[config.mk]
export PLATFORM = sky130hd
export DESIGN_NAME = uart_tx_queue
export DESIGN_NICKNAME = d
export VERILOG_FILES = /design/src/rtl/uart_pkg.sv /design/src/rtl/byte_fifo.sv /design/src/rtl/uart_tx_queue.sv
export SDC_FILE = /design/constraint.sdc
export NUM_CORES = 1
export LEC_CHECK = 0
export ABC_AREA = 1
export ABC_CLOCK_PERIOD_IN_PS = 4200
export CORE_ASPECT_RATIO = 0.8
export CORE_MARGIN = 10
export CORE_UTILIZATION = 60
export DETAILED_ROUTE_END_ITERATION = 6
export DONT_BUFFER_PORTS = 1
export PLACE_DENSITY_LB_ADDON = 0.15
export SETUP_SLACK_MARGIN = 0.02
export SYNTH_ARGS = -nofsm -noshare
export SYNTH_HDL_FRONTEND = slang
export SYNTH_SLANG_ARGS = --single-unit
[constraint.sdc]
create_clock -name clk -period 4.2 [get_ports clk]
set_clock_uncertainty 0.15 [all_clocks]
set_input_delay 0.84 -clock clk [delete_from_list [all_inputs] [get_ports clk]]
set_output_delay 0.84 -clock clk [all_outputs]
set_load 0.02 [all_outputs]
[src/rtl/uart_pkg.sv]
// uart_pkg: shared byte width and transmit-queue FSM encoding
package uart_pkg;
    localparam int UART_BYTE_W = 8;
    typedef enum logic [1:0] {TXQ_IDLE, TXQ_ARM, TXQ_DRAIN} txq_state_e;
endpackage

[src/rtl/byte_fifo.sv]
// byte_fifo: single-clock byte FIFO with combinational read head and synchronous flush
module byte_fifo
    import uart_pkg::*;
#(
    parameter int DEPTH = 16
) (
    input  logic                   clk,
    input  logic                   rst,
    input  logic                   push,
    input  logic                   pop,
    input  logic                   flush,
    input  logic [UART_BYTE_W-1:0] wdata,
    output logic [UART_BYTE_W-1:0] rdata,
    output logic [$clog2(DEPTH):0] level,
    output logic                   full,
    output logic                   empty
);
    localparam int AW = $clog2(DEPTH);
    localparam int PW = AW + 1;
    logic [UART_BYTE_W-1:0] r_mem [DEPTH];
    logic [PW-1:0]          r_wr;
    logic [PW-1:0]          r_rd;
    always_ff @(posedge clk) begin
        if (rst) begin
            r_wr <= '0;
            r_rd <= '0;
        end else begin
            r_wr <= push ? r_wr + PW'(1) : r_wr;
            r_rd <= flush ? r_wr : (pop ? r_rd + PW'(1) : r_rd);
        end
    end
    always_ff @(posedge clk) begin
        if (push) r_mem[r_wr[AW-1:0]] <= wdata;
    end
    // Extra pointer MSB makes wr-rd span 0..DEPTH without ambiguity
    assign rdata = r_mem[r_rd[AW-1:0]];
    assign level = r_wr - r_rd;
    assign full  = level == PW'(DEPTH);
    assign empty = level == '0;
endmodule

[src/rtl/uart_tx_queue.sv]
// uart_tx_queue: buffers producer bytes and paces them into the transmitter
// on its start/busy handshake, flagging bytes whose busy never rises.
module uart_tx_queue
    import uart_pkg::*;
#(
    parameter int DEPTH        = 16,
    parameter int BUSY_TIMEOUT = 4
) (
    input  logic                   clk,
    input  logic                   rst,
    input  logic                   in_valid,
    input  logic [UART_BYTE_W-1:0] in_data,
    output logic                   in_ready,
    input  logic                   flush,
    output logic                   tx_start,
    output logic [UART_BYTE_W-1:0] tx_data,
    input  logic                   tx_busy,
    output logic [$clog2(DEPTH):0] level,
    output logic                   empty,
    output logic                   full,
    output logic                   err_timeout
);
    localparam int CW = $clog2(BUSY_TIMEOUT + 1);
    txq_state_e             r_state;
    txq_state_e             w_state_nxt;
    logic [UART_BYTE_W-1:0] w_head;
    logic [UART_BYTE_W-1:0] r_tx_data;
    logic                   r_tx_start;
    logic                   r_err;
    logic [CW-1:0]          r_cnt;
    logic [CW-1:0]          w_cnt_inc;
    logic                   w_push;
    logic                   w_pop;
    logic                   w_timeout;
    assign in_ready    = !full && !flush && !rst;
    assign w_push      = in_valid && in_ready;
    assign tx_start    = r_tx_start;
    assign tx_data     = r_tx_data;
    assign err_timeout = r_err;
    byte_fifo #(.DEPTH(DEPTH)) u_fifo (
        .clk   (clk),
        .rst   (rst),
        .push  (w_push),
        .pop   (w_pop),
        .flush (flush),
        .wdata (in_data),
        .rdata (w_head),
        .level (level),
        .full  (full),
        .empty (empty)
    );
    always_ff @(posedge clk) begin
        if (rst) begin
            r_state    <= TXQ_IDLE;
            r_tx_start <= 1'b0;
            r_tx_data  <= '0;
            r_cnt      <= '0;
            r_err      <= 1'b0;
        end else begin
            r_state    <= w_state_nxt;
            r_tx_start <= w_pop;
            r_tx_data  <= w_pop ? w_head : r_tx_data;
            r_cnt      <= w_pop ? '0 : (r_state == TXQ_ARM ? w_cnt_inc : r_cnt);
            r_err      <= r_err || w_timeout;
        end
    end
    always_comb begin
        w_state_nxt = r_state;
        case (r_state)
            TXQ_IDLE:  w_state_nxt = w_pop ? TXQ_ARM : TXQ_IDLE;
            TXQ_ARM:   w_state_nxt = tx_busy ? TXQ_DRAIN : (w_timeout ? TXQ_IDLE : TXQ_ARM);
            TXQ_DRAIN: w_state_nxt = tx_busy ? TXQ_DRAIN : TXQ_IDLE;
            default:   w_state_nxt = TXQ_IDLE;
        endcase
    end
    // Flush outranks a pop so a discarded head is never launched
    always_comb begin
        w_cnt_inc = r_cnt + CW'(1);
        w_pop     = (r_state == TXQ_IDLE) && !empty && !tx_busy && !flush;
        w_timeout = (r_state == TXQ_ARM) && !tx_busy && (w_cnt_inc == CW'(BUSY_TIMEOUT));
    end
endmodule
# Word-level counts from Yosys, hierarchy flattened
# Memory sizes are Yosys's and may differ from the RTL's. A register that Yosys moved wholly into a read port is not among the register bits.
# Index checks and enable logic that the tools add are counted.
[op_classes] n_addsub=4 n_eq_ne=4 muxes=9 n_reduce_logical=18
[ops] cell="$add A5 B1 Y5 const B" count=2
[ops] cell="$mux W5" count=2
[ops] cell="$logic_and A1 B1 Y1" count=8
[ops] cell="$pmux W2 S3" count=1
[ops] cell="$eq A5 B5 Y1 const B" count=1
[ops] cell="$logic_not A1 Y1" count=5
[ops] cell="$logic_not A5 Y1" count=1
[ops] cell="$sub A5 B5 Y5" count=1
[ops] cell="$mux W1" count=4
[ops] cell="$mux W2" count=2
[ops] cell="$add A3 B1 Y3 const B" count=1
[ops] cell="$eq A3 B3 Y1 const B" count=1
[ops] cell="$eq A2 B1 Y1 const B" count=1
[ops] cell="$eq A2 B2 Y1 const B" count=1
[ops] cell="$logic_not A2 Y1" count=1
[ops] cell="$reduce_bool A2 Y1" count=1
[ops] cell="$reduce_or A2 Y1" count=1
[ops] cell="$logic_or A1 B1 Y1" count=1
[word_totals] ff_bits=17 ram_bits=128 inputBits=13 output_inout_bits=18 word_cells=42 n_memories=1
[mem_list] name="u_fifo.r_mem" words=16 word_bits=8 read_ports=1 rd_clocked_by_memory_dff=1 wr=1 line="byte_fifo.sv:20" rtl="logic [UART_BYTE_W-1:0] r_mem [DEPTH];"

# Longest topological paths before layout
[logic_depth] depth_word=8 mapped_depth=12 ltp_nobuf=12

# Cells and area by module
# From an unflattened synthesis, not the netlist that was laid out.
[hier_totals] hier_cells=725 area_unflattened_um2=7048.0
[by_module_without_submodules] module="byte_fifo" instances=1 cells_each=639 area_each_um2=6373.6
[by_module_without_submodules] module="uart_tx_queue" instances=1 cells_each=86 area_each_um2=674.4

# Least setup slack after synthesis
# OpenSTA, ideal clock, no wires.
[synth_timing] kind="register to output" from="reg u_fifo.r_wr[0]" to="out in_ready" arrival_time_ns=2.262 required_time_ns=3.210 path_slack_ns=0.948 stages_incl_launch_ff=9 path_buffers=0 cell_sequence="dfxtp_1 inv_1 ha_1 fa_1 xnor2_2 nor2_4 nand3_4 inv_1 nor3_1"
[synth_via] elab_chain_len=5
[synth_lines] element="start: declaration" line="byte_fifo.sv:21" rtl="logic [PW-1:0] r_wr;"
[synth_lines] element="start signal: assignment" line="byte_fifo.sv:28" rtl="r_wr <= push ? r_wr + PW'(1) : r_wr;"
[synth_lines] element="$sub A5 B5 Y5" line="byte_fifo.sv:37" rtl="assign level = r_wr - r_rd;"
[synth_lines] element="named net level[2]" line="uart_tx_queue.sv:18" rtl="output logic [$clog2(DEPTH):0] level,"
[synth_lines] element="$eq A5 B5 Y1" line="byte_fifo.sv:38" rtl="assign full = level == PW'(DEPTH);"
[synth_lines] element="named net full" line="uart_tx_queue.sv:20" rtl="output logic full,"
[synth_lines] element="$logic_not A1 Y1" line="uart_tx_queue.sv:35" rtl="assign in_ready = !full && !flush && !rst;"
[synth_lines] element="$logic_and A1 B1 Y1 (2 in a row)" line="uart_tx_queue.sv:35"
[synth_lines] element="end: declaration" line="uart_tx_queue.sv:13" rtl="output logic in_ready,"
# The timed path passes the listed nets, and every way through them passes these cells.

# Worst setup path in the final report
[layout_timing] from="reg u_fifo.r_rd[2]" to="out in_ready"
[layout_via] elab_chain_len=5
[layout_lines] element="start: declaration" line="byte_fifo.sv:22" rtl="logic [PW-1:0] r_rd;"
[layout_lines] element="start signal: assignment" line="byte_fifo.sv:29" rtl="r_rd <= flush ? r_wr : (pop ? r_rd + PW'(1) : r_rd);"
[layout_lines] element="$sub A5 B5 Y5" line="byte_fifo.sv:37"
[layout_lines] element="named net level[4]" line="uart_tx_queue.sv:18"
[layout_lines] element="$eq A5 B5 Y1" line="byte_fifo.sv:38"
[layout_lines] element="named net full" line="uart_tx_queue.sv:20"
[layout_lines] element="$logic_not A1 Y1" line="uart_tx_queue.sv:35"
[layout_lines] element="$logic_and A1 B1 Y1 (2 in a row)" line="uart_tx_queue.sv:35"
# The timed path passes the listed nets, and every way through them passes these cells.

==> key figures <==
STA
  • Tcrit/Tclk final: roughly nine tenths
  • # setup viols final: 0
  • Final hold violation count: 0
  • Maximum clock rate: 0.264 GHz
  • Relative slew slack: about 29%
  • RSZ-0062 raised after global routing: false
  • Final worst path period need: about 3.8 ns
  • Slew of the pin with the lowest slew margin: 1.07 ns
  • Max Transition Viols Final: 0
  • TNS Setup: 0 ns

Synth
  • Top-count cell post-synth: edfxtp_1
  • Synth area leader: edfxtp_1
  • Mapped Cells: ~600
  • Leading cell types by total area after synthesis: edfxtp_1, dfxtp_1, nor2_1
  • Post-synth ARST share: 0%
  • Number of synthesized flops with an enable pin: 128
  • Top cell type's share of synthesized area: between 50% and 60%
  • Seq cells post-synth: about 150
  • Syn Std Cell Area: 6570 sq um
  • Netlist cell types: 35
  • Ys flop type: edfxtp_1
  • Synth cell count leaders: edfxtp_1, nor2_1, nand2_1
  • Net Count, Synth: a little over 600
  • Synthesis warning total: 0
  • Register area share after synthesis: 66.1%
  • Mean post-synth cell area: between 10 and 15 sq um

Floorplanning
  • Ports: 31
  • Die span in x: between 100 and 150 um
  • Core Footprint: around 11000 sq um
  • Die area: 15600 sq um
  • Initial Util: 60.8%
  • Die H: 114 um
  • Cell row count: 34

Clock network
  • Clk Latency, worst-skew pair: 0.41 ns
  • Post-cts sizing count: 0
  • Post-CTS Hold Fix Bufs: 0
  • Worst-path clk slew: 0.06 ns
  • Clock Tree Buf Depth: 2
  • CTS buffer count: 17
  • CTS tree: yes
  • CTS Root Cell: clkbuf_16
  • Clock tree sinks: 153
  • Post-CTS setup buffer count: 0
  • # H-tree levels: 4

GRT
  • First-pass GRT wire length: approximately 23 mm
  • Gr usage total: 19.8%
  • Initial antenna violation count: 0
  • Largest net degree at the start of global routing: 70
  • Vias in the first global route: roughly 4200
  • GRT Residual Overflow: 0

Drt
  • DR WL/cell: 20.3 um
  • Post-route ant nets: 0
  • DR iter-0 viols: between 600 and 700
  • Remaining DRCs: 0
  • Routed vias: ~4500
  • Final WL: 15.1 mm
  • DR pass1 iterations: 5
  • DR vias/cell: 6.02

Final layout
  • Layout cells sized above 1: 10.0%
  • Fin nets: 610
  • Area growth syn-to-layout: 10.8%
  • ANT cells: 0
  • Non-filler cells, final: 742

Place
  • Placed cells: 710
  • Port Buffers: 0
  • DP HPWL: 9.68 mm
  • Gp weighted congestion: 0.913

Outcome
  • Status: complete, no violations

Setup path
  • CP Capture Type: primary output
  • Setup CP Type: reg2out
  • R2R Setup Slk: 0.83 ns
  • CP Max Fanout: 14
  • Worst Path Arrival: 2.80 ns
  • Crit path launch type: flip-flop
  • WP data required: 3.21 ns

Power and ir drop
  • Lkg Pwr: 2.61 nW
  • Pwr per Cell Area: ~490 nW/um^2
  • Worst IR drop on VDD: 0.311 mV

Job
  • Max cap viols: 0

Min path
  • HP Class: in2reg
final cells by class:
| type | count | area, sq um |
|---|---|---|
| Multi-Input combinational cell | 373 | 1960 |
| Fill cell | 786 | 3530 |
| Timing Repair Buffer | 5 | 37.5 |
| Clock inverter | 13 | 178 |
| Sequential cell | 153 | 4350 |
| Tap cell | 144 | 180 |
| Inverter | 35 | 140 |
| Clock buffer | 19 | 433 |
cell usage in the layout (no fill, tap or decap), drive strengths merged:
cell and count:
clkbuf 19, dfxtp 25, nor3 1, fa 1, a211oi 1, edfxtp 128
o221ai 8, o22ai 16, xnor2 3, bufinv 4, o21ai 70, nand3b 1
or2 1, nor2 101, clkinv 8, ha 11, clkinvlp 4, nand3 34
nand2 95, buf 5, inv 32, xor2 5, nand4 4, o211ai 8
a21oi 13
worst paths after layout:
path,start,end,depth (start not counted)
max,u_fifo.r_rd[2],in_ready,10
min,rst,u_fifo.r_rd[2],1
min reg2reg,r_cnt[2],r_cnt[2],2
max reg2reg,u_fifo.r_rd[2],u_fifo.r_mem[9][2],11
critical path, stage by stage (launching register included):
cell and delay [ns]:
dfxtp_2 0.51, clkinvlp_4 0.32, ha_1 0.47, nand3b_1 0.17, nand2_1 0.13, nand2_1 0.07
nand2_2 0.16, nand3_4 0.12, inv_1 0.20, nor3_1 0.07, buf_4 0.16
stage by stage:
| step | util [%] | hold slack [ns] | power (mW) | cell area, sq um | worst slack, ns |
|---|---|---|---|---|---|
| 2_1_floorplan | - | 0.307 | 1.95 | 6570 | 0.948 |
| 3_3_place_gp | 61.7 | 0.318 | 2.00 | 6660 | 0.722 |
| 3_5_place_dp | 61.7 | 0.334 | 2.01 | 6660 | 0.553 |
| 4_1_cts | 67.3 | 0.329 | 3.55 | 7270 | 0.125 |
| 5_1_grt | 67.4 | 0.317 | 3.66 | 7280 | 0.250 |
| 6_report | 67.4 | 0.336 | 3.55 | 7280 | 0.411 |
logic make-up (layout without fill, tap and decap cells):
logic type / Yosys count / after routing / share of synthesized area (%)
xor gates and xnor gates: 8 / 8 / 1.18
adders and majority gates: 12 / 12 / 2.40
DFF: 153 / 153 / 66.1
AOI/OAI and AO/OA: 116 / 116 / 10.1
buffers and inverters: 60 / 72 / 4.02
and+or+nand+nor: 237 / 237 / 16.2
sequential cells by signal, summed over array words and instances (netlist names):
name / flops
u_fifo.r_mem: 128
r_cnt: 3
u_fifo.r_rd: 5
err_timeout: 1
r_state: 2
tx_start: 1
u_fifo.r_wr: 5
tx_data: 8
report_power, final:
group          internal [mW]  total (mW)  switching (mW)
Combinational         0.0841       0.298           0.214
Clock                  0.989        1.56           0.575
Sequential              1.66        1.68          0.0212
routing by layer:
layer,part of all wire (%),global-route usage [%],up-vias
li1,-,-,2056
met1,43,28.0,2151
met2,46,28.9,232
met3,9.3,5.93,25
met4,1.6,5.47,0
met5,0,0,-
(Power assumes the default switching activity.)
